### config.mk
export PLATFORM = sky130hd
export DESIGN_NAME = axi_arbiter_flat
export DESIGN_NICKNAME = d
export VERILOG_FILES = /design/src/rtl/axi_arbiter_if.sv /design/src/rtl/axi_arbiter.sv /design/src/flat_wrapper.sv
export SDC_FILE = /design/constraint.sdc
export NUM_CORES = 1
export LEC_CHECK = 0
export ABC_AREA = 1
export BUFFER_PORTS_ARGS = -buffer_cell sky130_fd_sc_hd__buf_2
export CORE_AREA = 3 3 221 223
export DETAILED_ROUTE_END_ITERATION = 10
export DIE_AREA = 0 0 224 226
export PLACE_DENSITY = 0.37
export SLEW_MARGIN = 15
export SYNTH_ARGS = -nofsm -noshare
export SYNTH_HDL_FRONTEND = slang
export SYNTH_SLANG_ARGS = --single-unit
### constraint.sdc
create_clock -name clk -period 4.9 [get_ports clk]
set_clock_uncertainty 0.15 [all_clocks]
set_input_delay 1.225 -clock clk [delete_from_list [all_inputs] [get_ports clk]]
set_output_delay 1.225 -clock clk [all_outputs]
set_load 0.02 [all_outputs]
### src/rtl/axi_arbiter_if.sv
// Shared AXI bus bundle: 32-bit address/data, 4-bit ID, all five channels.
// The arbiter's upstream ports use the slave view; its downstream port uses the master view.
interface axi_if;
  logic        arvalid;
  logic        arready;
  logic [31:0] araddr;
  logic [3:0]  arid;
  logic [7:0]  arlen;
  logic [2:0]  arsize;
  logic [1:0]  arburst;

  logic        rvalid;
  logic        rready;
  logic [31:0] rdata;
  logic [3:0]  rid;
  logic [1:0]  rresp;
  logic        rlast;

  logic        awvalid;
  logic        awready;
  logic [31:0] awaddr;
  logic [3:0]  awid;
  logic [7:0]  awlen;
  logic [2:0]  awsize;
  logic [1:0]  awburst;

  logic        wvalid;
  logic        wready;
  logic [31:0] wdata;
  logic [3:0]  wstrb;
  logic        wlast;

  logic        bvalid;
  logic        bready;
  logic [3:0]  bid;
  logic [1:0]  bresp;

  modport master (
    output arvalid, araddr, arid, arlen, arsize, arburst,
    input  arready,
    input  rvalid, rdata, rid, rresp, rlast,
    output rready,
    output awvalid, awaddr, awid, awlen, awsize, awburst,
    input  awready,
    output wvalid, wdata, wstrb, wlast,
    input  wready,
    input  bvalid, bid, bresp,
    output bready
  );

  modport slave (
    input  arvalid, araddr, arid, arlen, arsize, arburst,
    output arready,
    output rvalid, rdata, rid, rresp, rlast,
    input  rready,
    input  awvalid, awaddr, awid, awlen, awsize, awburst,
    output awready,
    input  wvalid, wdata, wstrb, wlast,
    output wready,
    output bvalid, bid, bresp,
    input  bready
  );
endinterface

### src/rtl/axi_arbiter.sv
// Two-master, one-slave AXI arbiter: one whole transaction at a time, round-robin
// between masters, read preferred over write within the winning master.
module axi_arbiter (
  input logic   clk,
  input logic   rst,
  axi_if.slave  m0,
  axi_if.slave  m1,
  axi_if.master s
);

  typedef enum logic [2:0] {IDLE, RD0, RD1, WR0, WR1} state_e;

  state_e state_q, state_d;
  logic   last_q, last_d;
  logic   req0, req1, win, winRd;
  logic   rdOwn0, rdOwn1, wrOwn0, wrOwn1;

  assign rdOwn0 = (state_q == RD0);
  assign rdOwn1 = (state_q == RD1);
  assign wrOwn0 = (state_q == WR0);
  assign wrOwn1 = (state_q == WR1);

  always_ff @(posedge clk) begin
    if (rst) begin
      state_q <= IDLE;
      last_q  <= 1'b1;
    end else begin
      state_q <= state_d;
      last_q  <= last_d;
    end
  end

  // Under contention the master that was not granted last time wins.
  always_comb begin
    state_d = state_q;
    last_d  = last_q;
    req0    = m0.arvalid | m0.awvalid;
    req1    = m1.arvalid | m1.awvalid;
    win     = (req0 && req1) ? ~last_q : req1;
    winRd   = win ? m1.arvalid : m0.arvalid;
    case (state_q)
      IDLE: begin
        if (req0 || req1) begin
          state_d = winRd ? (win ? RD1 : RD0) : (win ? WR1 : WR0);
          last_d  = win;
        end
      end
      RD0, RD1: begin
        if (s.rvalid && s.rready && s.rlast) state_d = IDLE;
      end
      WR0, WR1: begin
        if (s.bvalid && s.bready) state_d = IDLE;
      end
      default: state_d = IDLE;
    endcase
  end

  // Downstream side: only the owning master's channel group is forwarded.
  always_comb begin
    s.arvalid = 1'b0;
    s.araddr  = '0;
    s.arid    = '0;
    s.arlen   = '0;
    s.arsize  = '0;
    s.arburst = '0;
    s.rready  = 1'b0;
    s.awvalid = 1'b0;
    s.awaddr  = '0;
    s.awid    = '0;
    s.awlen   = '0;
    s.awsize  = '0;
    s.awburst = '0;
    s.wvalid  = 1'b0;
    s.wdata   = '0;
    s.wstrb   = '0;
    s.wlast   = 1'b0;
    s.bready  = 1'b0;
    if (rdOwn0) begin
      s.arvalid = m0.arvalid;
      s.araddr  = m0.araddr;
      s.arid    = m0.arid;
      s.arlen   = m0.arlen;
      s.arsize  = m0.arsize;
      s.arburst = m0.arburst;
      s.rready  = m0.rready;
    end else if (rdOwn1) begin
      s.arvalid = m1.arvalid;
      s.araddr  = m1.araddr;
      s.arid    = m1.arid;
      s.arlen   = m1.arlen;
      s.arsize  = m1.arsize;
      s.arburst = m1.arburst;
      s.rready  = m1.rready;
    end
    if (wrOwn0) begin
      s.awvalid = m0.awvalid;
      s.awaddr  = m0.awaddr;
      s.awid    = m0.awid;
      s.awlen   = m0.awlen;
      s.awsize  = m0.awsize;
      s.awburst = m0.awburst;
      s.wvalid  = m0.wvalid;
      s.wdata   = m0.wdata;
      s.wstrb   = m0.wstrb;
      s.wlast   = m0.wlast;
      s.bready  = m0.bready;
    end else if (wrOwn1) begin
      s.awvalid = m1.awvalid;
      s.awaddr  = m1.awaddr;
      s.awid    = m1.awid;
      s.awlen   = m1.awlen;
      s.awsize  = m1.awsize;
      s.awburst = m1.awburst;
      s.wvalid  = m1.wvalid;
      s.wdata   = m1.wdata;
      s.wstrb   = m1.wstrb;
      s.wlast   = m1.wlast;
      s.bready  = m1.bready;
    end
  end

  // Upstream side: the non-owner sees all zeros, so a loser simply holds its valid.
  always_comb begin
    m0.arready = 1'b0;
    m0.rvalid  = 1'b0;
    m0.rdata   = '0;
    m0.rid     = '0;
    m0.rresp   = '0;
    m0.rlast   = 1'b0;
    m0.awready = 1'b0;
    m0.wready  = 1'b0;
    m0.bvalid  = 1'b0;
    m0.bid     = '0;
    m0.bresp   = '0;
    m1.arready = 1'b0;
    m1.rvalid  = 1'b0;
    m1.rdata   = '0;
    m1.rid     = '0;
    m1.rresp   = '0;
    m1.rlast   = 1'b0;
    m1.awready = 1'b0;
    m1.wready  = 1'b0;
    m1.bvalid  = 1'b0;
    m1.bid     = '0;
    m1.bresp   = '0;
    if (rdOwn0) begin
      m0.arready = s.arready;
      m0.rvalid  = s.rvalid;
      m0.rdata   = s.rdata;
      m0.rid     = s.rid;
      m0.rresp   = s.rresp;
      m0.rlast   = s.rlast;
    end
    if (rdOwn1) begin
      m1.arready = s.arready;
      m1.rvalid  = s.rvalid;
      m1.rdata   = s.rdata;
      m1.rid     = s.rid;
      m1.rresp   = s.rresp;
      m1.rlast   = s.rlast;
    end
    if (wrOwn0) begin
      m0.awready = s.awready;
      m0.wready  = s.wready;
      m0.bvalid  = s.bvalid;
      m0.bid     = s.bid;
      m0.bresp   = s.bresp;
    end
    if (wrOwn1) begin
      m1.awready = s.awready;
      m1.wready  = s.wready;
      m1.bvalid  = s.bvalid;
      m1.bid     = s.bid;
      m1.bresp   = s.bresp;
    end
  end

endmodule
### src/flat_wrapper.sv
// flat-port wrapper written by rule: the top's interface ports become plain ports
module axi_arbiter_flat 
  (clk, rst, m0_arvalid, m0_araddr, m0_arid, m0_arlen, m0_arsize, m0_arburst, m0_arready, m0_rvalid, m0_rdata, m0_rid, m0_rresp, m0_rlast, m0_rready, m0_awvalid, m0_awaddr, m0_awid, m0_awlen, m0_awsize, m0_awburst, m0_awready, m0_wvalid, m0_wdata, m0_wstrb, m0_wlast, m0_wready, m0_bvalid, m0_bid, m0_bresp, m0_bready, m1_arvalid, m1_araddr, m1_arid, m1_arlen, m1_arsize, m1_arburst, m1_arready, m1_rvalid, m1_rdata, m1_rid, m1_rresp, m1_rlast, m1_rready, m1_awvalid, m1_awaddr, m1_awid, m1_awlen, m1_awsize, m1_awburst, m1_awready, m1_wvalid, m1_wdata, m1_wstrb, m1_wlast, m1_wready, m1_bvalid, m1_bid, m1_bresp, m1_bready, s_arvalid, s_araddr, s_arid, s_arlen, s_arsize, s_arburst, s_arready, s_rvalid, s_rdata, s_rid, s_rresp, s_rlast, s_rready, s_awvalid, s_awaddr, s_awid, s_awlen, s_awsize, s_awburst, s_awready, s_wvalid, s_wdata, s_wstrb, s_wlast, s_wready, s_bvalid, s_bid, s_bresp, s_bready);
  axi_if m0_i ();
  axi_if m1_i ();
  axi_if s_i ();
  input logic clk;
  input logic rst;
  input wire logic [$bits(m0_i.arvalid)-1:0] m0_arvalid;
  input wire logic [$bits(m0_i.araddr)-1:0] m0_araddr;
  input wire logic [$bits(m0_i.arid)-1:0] m0_arid;
  input wire logic [$bits(m0_i.arlen)-1:0] m0_arlen;
  input wire logic [$bits(m0_i.arsize)-1:0] m0_arsize;
  input wire logic [$bits(m0_i.arburst)-1:0] m0_arburst;
  output wire logic [$bits(m0_i.arready)-1:0] m0_arready;
  output wire logic [$bits(m0_i.rvalid)-1:0] m0_rvalid;
  output wire logic [$bits(m0_i.rdata)-1:0] m0_rdata;
  output wire logic [$bits(m0_i.rid)-1:0] m0_rid;
  output wire logic [$bits(m0_i.rresp)-1:0] m0_rresp;
  output wire logic [$bits(m0_i.rlast)-1:0] m0_rlast;
  input wire logic [$bits(m0_i.rready)-1:0] m0_rready;
  input wire logic [$bits(m0_i.awvalid)-1:0] m0_awvalid;
  input wire logic [$bits(m0_i.awaddr)-1:0] m0_awaddr;
  input wire logic [$bits(m0_i.awid)-1:0] m0_awid;
  input wire logic [$bits(m0_i.awlen)-1:0] m0_awlen;
  input wire logic [$bits(m0_i.awsize)-1:0] m0_awsize;
  input wire logic [$bits(m0_i.awburst)-1:0] m0_awburst;
  output wire logic [$bits(m0_i.awready)-1:0] m0_awready;
  input wire logic [$bits(m0_i.wvalid)-1:0] m0_wvalid;
  input wire logic [$bits(m0_i.wdata)-1:0] m0_wdata;
  input wire logic [$bits(m0_i.wstrb)-1:0] m0_wstrb;
  input wire logic [$bits(m0_i.wlast)-1:0] m0_wlast;
  output wire logic [$bits(m0_i.wready)-1:0] m0_wready;
  output wire logic [$bits(m0_i.bvalid)-1:0] m0_bvalid;
  output wire logic [$bits(m0_i.bid)-1:0] m0_bid;
  output wire logic [$bits(m0_i.bresp)-1:0] m0_bresp;
  input wire logic [$bits(m0_i.bready)-1:0] m0_bready;
  input wire logic [$bits(m1_i.arvalid)-1:0] m1_arvalid;
  input wire logic [$bits(m1_i.araddr)-1:0] m1_araddr;
  input wire logic [$bits(m1_i.arid)-1:0] m1_arid;
  input wire logic [$bits(m1_i.arlen)-1:0] m1_arlen;
  input wire logic [$bits(m1_i.arsize)-1:0] m1_arsize;
  input wire logic [$bits(m1_i.arburst)-1:0] m1_arburst;
  output wire logic [$bits(m1_i.arready)-1:0] m1_arready;
  output wire logic [$bits(m1_i.rvalid)-1:0] m1_rvalid;
  output wire logic [$bits(m1_i.rdata)-1:0] m1_rdata;
  output wire logic [$bits(m1_i.rid)-1:0] m1_rid;
  output wire logic [$bits(m1_i.rresp)-1:0] m1_rresp;
  output wire logic [$bits(m1_i.rlast)-1:0] m1_rlast;
  input wire logic [$bits(m1_i.rready)-1:0] m1_rready;
  input wire logic [$bits(m1_i.awvalid)-1:0] m1_awvalid;
  input wire logic [$bits(m1_i.awaddr)-1:0] m1_awaddr;
  input wire logic [$bits(m1_i.awid)-1:0] m1_awid;
  input wire logic [$bits(m1_i.awlen)-1:0] m1_awlen;
  input wire logic [$bits(m1_i.awsize)-1:0] m1_awsize;
  input wire logic [$bits(m1_i.awburst)-1:0] m1_awburst;
  output wire logic [$bits(m1_i.awready)-1:0] m1_awready;
  input wire logic [$bits(m1_i.wvalid)-1:0] m1_wvalid;
  input wire logic [$bits(m1_i.wdata)-1:0] m1_wdata;
  input wire logic [$bits(m1_i.wstrb)-1:0] m1_wstrb;
  input wire logic [$bits(m1_i.wlast)-1:0] m1_wlast;
  output wire logic [$bits(m1_i.wready)-1:0] m1_wready;
  output wire logic [$bits(m1_i.bvalid)-1:0] m1_bvalid;
  output wire logic [$bits(m1_i.bid)-1:0] m1_bid;
  output wire logic [$bits(m1_i.bresp)-1:0] m1_bresp;
  input wire logic [$bits(m1_i.bready)-1:0] m1_bready;
  output wire logic [$bits(s_i.arvalid)-1:0] s_arvalid;
  output wire logic [$bits(s_i.araddr)-1:0] s_araddr;
  output wire logic [$bits(s_i.arid)-1:0] s_arid;
  output wire logic [$bits(s_i.arlen)-1:0] s_arlen;
  output wire logic [$bits(s_i.arsize)-1:0] s_arsize;
  output wire logic [$bits(s_i.arburst)-1:0] s_arburst;
  input wire logic [$bits(s_i.arready)-1:0] s_arready;
  input wire logic [$bits(s_i.rvalid)-1:0] s_rvalid;
  input wire logic [$bits(s_i.rdata)-1:0] s_rdata;
  input wire logic [$bits(s_i.rid)-1:0] s_rid;
  input wire logic [$bits(s_i.rresp)-1:0] s_rresp;
  input wire logic [$bits(s_i.rlast)-1:0] s_rlast;
  output wire logic [$bits(s_i.rready)-1:0] s_rready;
  output wire logic [$bits(s_i.awvalid)-1:0] s_awvalid;
  output wire logic [$bits(s_i.awaddr)-1:0] s_awaddr;
  output wire logic [$bits(s_i.awid)-1:0] s_awid;
  output wire logic [$bits(s_i.awlen)-1:0] s_awlen;
  output wire logic [$bits(s_i.awsize)-1:0] s_awsize;
  output wire logic [$bits(s_i.awburst)-1:0] s_awburst;
  input wire logic [$bits(s_i.awready)-1:0] s_awready;
  output wire logic [$bits(s_i.wvalid)-1:0] s_wvalid;
  output wire logic [$bits(s_i.wdata)-1:0] s_wdata;
  output wire logic [$bits(s_i.wstrb)-1:0] s_wstrb;
  output wire logic [$bits(s_i.wlast)-1:0] s_wlast;
  input wire logic [$bits(s_i.wready)-1:0] s_wready;
  input wire logic [$bits(s_i.bvalid)-1:0] s_bvalid;
  input wire logic [$bits(s_i.bid)-1:0] s_bid;
  input wire logic [$bits(s_i.bresp)-1:0] s_bresp;
  output wire logic [$bits(s_i.bready)-1:0] s_bready;
  assign m0_i.arvalid = m0_arvalid;
  assign m0_i.araddr = m0_araddr;
  assign m0_i.arid = m0_arid;
  assign m0_i.arlen = m0_arlen;
  assign m0_i.arsize = m0_arsize;
  assign m0_i.arburst = m0_arburst;
  assign m0_arready = m0_i.arready;
  assign m0_rvalid = m0_i.rvalid;
  assign m0_rdata = m0_i.rdata;
  assign m0_rid = m0_i.rid;
  assign m0_rresp = m0_i.rresp;
  assign m0_rlast = m0_i.rlast;
  assign m0_i.rready = m0_rready;
  assign m0_i.awvalid = m0_awvalid;
  assign m0_i.awaddr = m0_awaddr;
  assign m0_i.awid = m0_awid;
  assign m0_i.awlen = m0_awlen;
  assign m0_i.awsize = m0_awsize;
  assign m0_i.awburst = m0_awburst;
  assign m0_awready = m0_i.awready;
  assign m0_i.wvalid = m0_wvalid;
  assign m0_i.wdata = m0_wdata;
  assign m0_i.wstrb = m0_wstrb;
  assign m0_i.wlast = m0_wlast;
  assign m0_wready = m0_i.wready;
  assign m0_bvalid = m0_i.bvalid;
  assign m0_bid = m0_i.bid;
  assign m0_bresp = m0_i.bresp;
  assign m0_i.bready = m0_bready;
  assign m1_i.arvalid = m1_arvalid;
  assign m1_i.araddr = m1_araddr;
  assign m1_i.arid = m1_arid;
  assign m1_i.arlen = m1_arlen;
  assign m1_i.arsize = m1_arsize;
  assign m1_i.arburst = m1_arburst;
  assign m1_arready = m1_i.arready;
  assign m1_rvalid = m1_i.rvalid;
  assign m1_rdata = m1_i.rdata;
  assign m1_rid = m1_i.rid;
  assign m1_rresp = m1_i.rresp;
  assign m1_rlast = m1_i.rlast;
  assign m1_i.rready = m1_rready;
  assign m1_i.awvalid = m1_awvalid;
  assign m1_i.awaddr = m1_awaddr;
  assign m1_i.awid = m1_awid;
  assign m1_i.awlen = m1_awlen;
  assign m1_i.awsize = m1_awsize;
  assign m1_i.awburst = m1_awburst;
  assign m1_awready = m1_i.awready;
  assign m1_i.wvalid = m1_wvalid;
  assign m1_i.wdata = m1_wdata;
  assign m1_i.wstrb = m1_wstrb;
  assign m1_i.wlast = m1_wlast;
  assign m1_wready = m1_i.wready;
  assign m1_bvalid = m1_i.bvalid;
  assign m1_bid = m1_i.bid;
  assign m1_bresp = m1_i.bresp;
  assign m1_i.bready = m1_bready;
  assign s_arvalid = s_i.arvalid;
  assign s_araddr = s_i.araddr;
  assign s_arid = s_i.arid;
  assign s_arlen = s_i.arlen;
  assign s_arsize = s_i.arsize;
  assign s_arburst = s_i.arburst;
  assign s_i.arready = s_arready;
  assign s_i.rvalid = s_rvalid;
  assign s_i.rdata = s_rdata;
  assign s_i.rid = s_rid;
  assign s_i.rresp = s_rresp;
  assign s_i.rlast = s_rlast;
  assign s_rready = s_i.rready;
  assign s_awvalid = s_i.awvalid;
  assign s_awaddr = s_i.awaddr;
  assign s_awid = s_i.awid;
  assign s_awlen = s_i.awlen;
  assign s_awsize = s_i.awsize;
  assign s_awburst = s_i.awburst;
  assign s_i.awready = s_awready;
  assign s_wvalid = s_i.wvalid;
  assign s_wdata = s_i.wdata;
  assign s_wstrb = s_i.wstrb;
  assign s_wlast = s_i.wlast;
  assign s_i.wready = s_wready;
  assign s_i.bvalid = s_bvalid;
  assign s_i.bid = s_bid;
  assign s_i.bresp = s_bresp;
  assign s_bready = s_i.bready;
  axi_arbiter u_core (.clk(clk), .rst(rst), .m0(m0_i), .m1(m1_i), .s(s_i));
endmodule
==> flow_summary.yaml <==
timing:
  maxSlewViolCount: 0
  setup_violations: 0
  rsz0062_at_grt: "false"
  fin_crit_sh: 0.8109
  setup-tns-final_ps: 0
  fmax_ghz: 0.2517
  layout_min_cycle_time_ps: 3974
  worst_slack_ps: 926.4
  tightest_slew_ps: 979.8
  relSlewSlack: 0.3468
  finalHoldViolations: 0
clock_tree:
  cts_setup_buffers: 0
  path_clk_slew_ps: 30
  cts_made_buffers: 3
  cts_root_buf: "clkbuf_16"
  cts_hold_buf: 0
  cts_resized: 0
  cts_sinks: 4
  cts_buffer_depth: 2
  cts_tree: "yes"
  clk-insertion-delay-late_ps: 230
  cts_max_level: 1
logic_synthesis:
  synth_compound_gate_area_share: 0.2299
  synth_xor_area_frac: 0
  avgSynthCellArea_sq_um: 4.553
  synth_warnings: 0
  synth.area.top_cells: "inv_1 23%, nand3_1 23%, nor2_1 13%"
  yosys.area_share.simple: 0.4193
  synth.yosys.seq_area_share: 0.02590
  syn_nets: 1012
  yosysUniqueCellTypes: 24
  synth_fa_ha_area_frac: 0.004047
  synth-seq-cells: 4
  synthesis.area_sq_um: 3092
  syn-instance-count: 679
  synth_top_family_by_area: "simple AND/OR/NAND/NOR gates"
  synth_area_leader_cell: "inv_1"
  synthDominantCellAreaShare: 0.2343
  synth_mux_area_frac: 0
grt:
  overflow: 0
  track_usage: 0.1013
  grt_pass1_wl_mm: 38.52
  grt_max_degree: 90
  antenna_found_initial: 14
  grt_pass1_vias: 6109
detailed_routing:
  via_per_inst: 3.482
  avgRoutedWirePerCell_um: 15.62
  dr.pass1.iters: 4
  drtIter0Drc: 152
  wl_mm: 28.39
  via_count: 6330
  postRouteAntennaNets: 0
  route.detailed.drc: 0
worst_setup_path:
  r2r_cells: 8
  r2r_start: "u_core.state_q[2]"
  cp-endpoint: "m1_bresp[1]"
  required_ps: 3520
  end_kind: "output port"
  regToRegSetupSlack_ps: 2290
  crit_path_start_kind: "flip-flop"
  r2r-end: "u_core.state_q[2]"
  crit_path_max_fanout: 89
  arrival_ps: 2600
  crit_start: "u_core.state_q[2]"
  path_class: "flip-flop to output port"
power_and_ir_drop:
  finalPower_uw: 2288
  vdd_drop_max_v: 0.0001289
  power_density_nw_per_um2: 343.8
  p_leak_uw: 0.004447
die:
  start_util: 0.06613
  boundaryPins: 572
  die_w_um: 224
  rows: 79
  die_area_sq_um: 50620
  core-area_sq_um: 46750
  die_h_um: 226
cells_and_area:
  syn_to_final_growth_pct: 115.3
  n_fill_cell: 5594
  fin_area_sq_um: 6655
  finalNonFillerCells: 1818
  final_common_cell: "buf_2"
  drive_gt1_frac: 0.4983
  final_cell_mix: "571 x buf_2, 193 x inv_1, 138 x nand3_1, 108 x nor2_1, 69 x o21ai_0"
  finalNetCount: 1542
place:
  routabilityCongestion: 0.8548
  dp_hpwl_mm: 24.99
  place_ws_ps: 1065
  io_buffers: 571
  place_area_sq_um: 6566
  dp_cells: 1811
outcome:
  outcome: "complete, no violations"
worst_hold_path:
  hold_path.class: "flip-flop to flip-flop"
run:
  maxCapViolCount: 0
[synthesized netlist by cell type, drive strengths merged]
cell type and instances:
nand2 24, ha 1, o22ai 2, a21oi 1, o21ai 137, nor2 111
nand3 140, clkbuf 29, buf 27, o211ai 1, nand4 5, inv 197
dfxtp 4
[final cells by class]
type                       count  area (sq um)  share of cell area
sequential                     4         85.08             0.01278
multi-input combinational    422          2039              0.3064
timing repair buffer         581          2945              0.4426
antenna                        3         7.507            0.001128
inverter                     197         739.5              0.1111
tap                          607         759.5              0.1141
clock buffer                   4         78.83             0.01184
[critical path: stages, from the launching register on]
cell     delay (ps)
dfxtp_4         360
buf_4           680
nand2_1         650
nor2_1          400
buf_2           230
[power breakdown]
group / switching [uW] / internal (uW)
clock: 25.1 / 108
sequential: 30.0 / 47.2
combinational: 1470 / 603
[sequential cells by signal, indices dropped and copies added (netlist names)]
register	count
u_core.last_q	1
u_core.state_q	3
[metrics by stage]
step / utilization / hold WS [ps]
after floorplan: - / 318.7
after CTS: 0.1421 / 363.2
after global placement: 0.1404 / 357.8
after global routing: 0.1423 / 405.1
final: 0.1423 / 367.1
after detailed placement: 0.1404 / 353.2
[worst min path at each step]
stage	from	end	slack [ps]	cells past startpoint
2_1_floorplan	u_core.last_q	u_core.last_q	320	2
3_3_place_gp	u_core.last_q	u_core.last_q	360	2
3_5_place_dp	u_core.last_q	u_core.last_q	350	2
4_1_cts	u_core.last_q	u_core.last_q	360	2
5_1_grt	u_core.last_q	u_core.last_q	410	2
6_report	u_core.last_q	u_core.last_q	370	2
[metal layers]
layer	up-vias	wire length [um]	global-route usage	share of wire
met5	-	81	0	0.0029
met4	12	312	0.01052	0.011
met3	33	2949	0.03822	0.10
met2	375	14400	0.1950	0.51
met1	2759	10650	0.1082	0.38
li1	3151	-	-	-
[logic make-up after synthesis]
logic type | count (synthesis)
AO/OA/AOI/OAI | 141
adder cells (fa/ha/maj) | 1
buffers and inverters | 253
flip-flops | 4
AND/OR/NAND/NOR | 280
(Power assumes the default switching activity.)
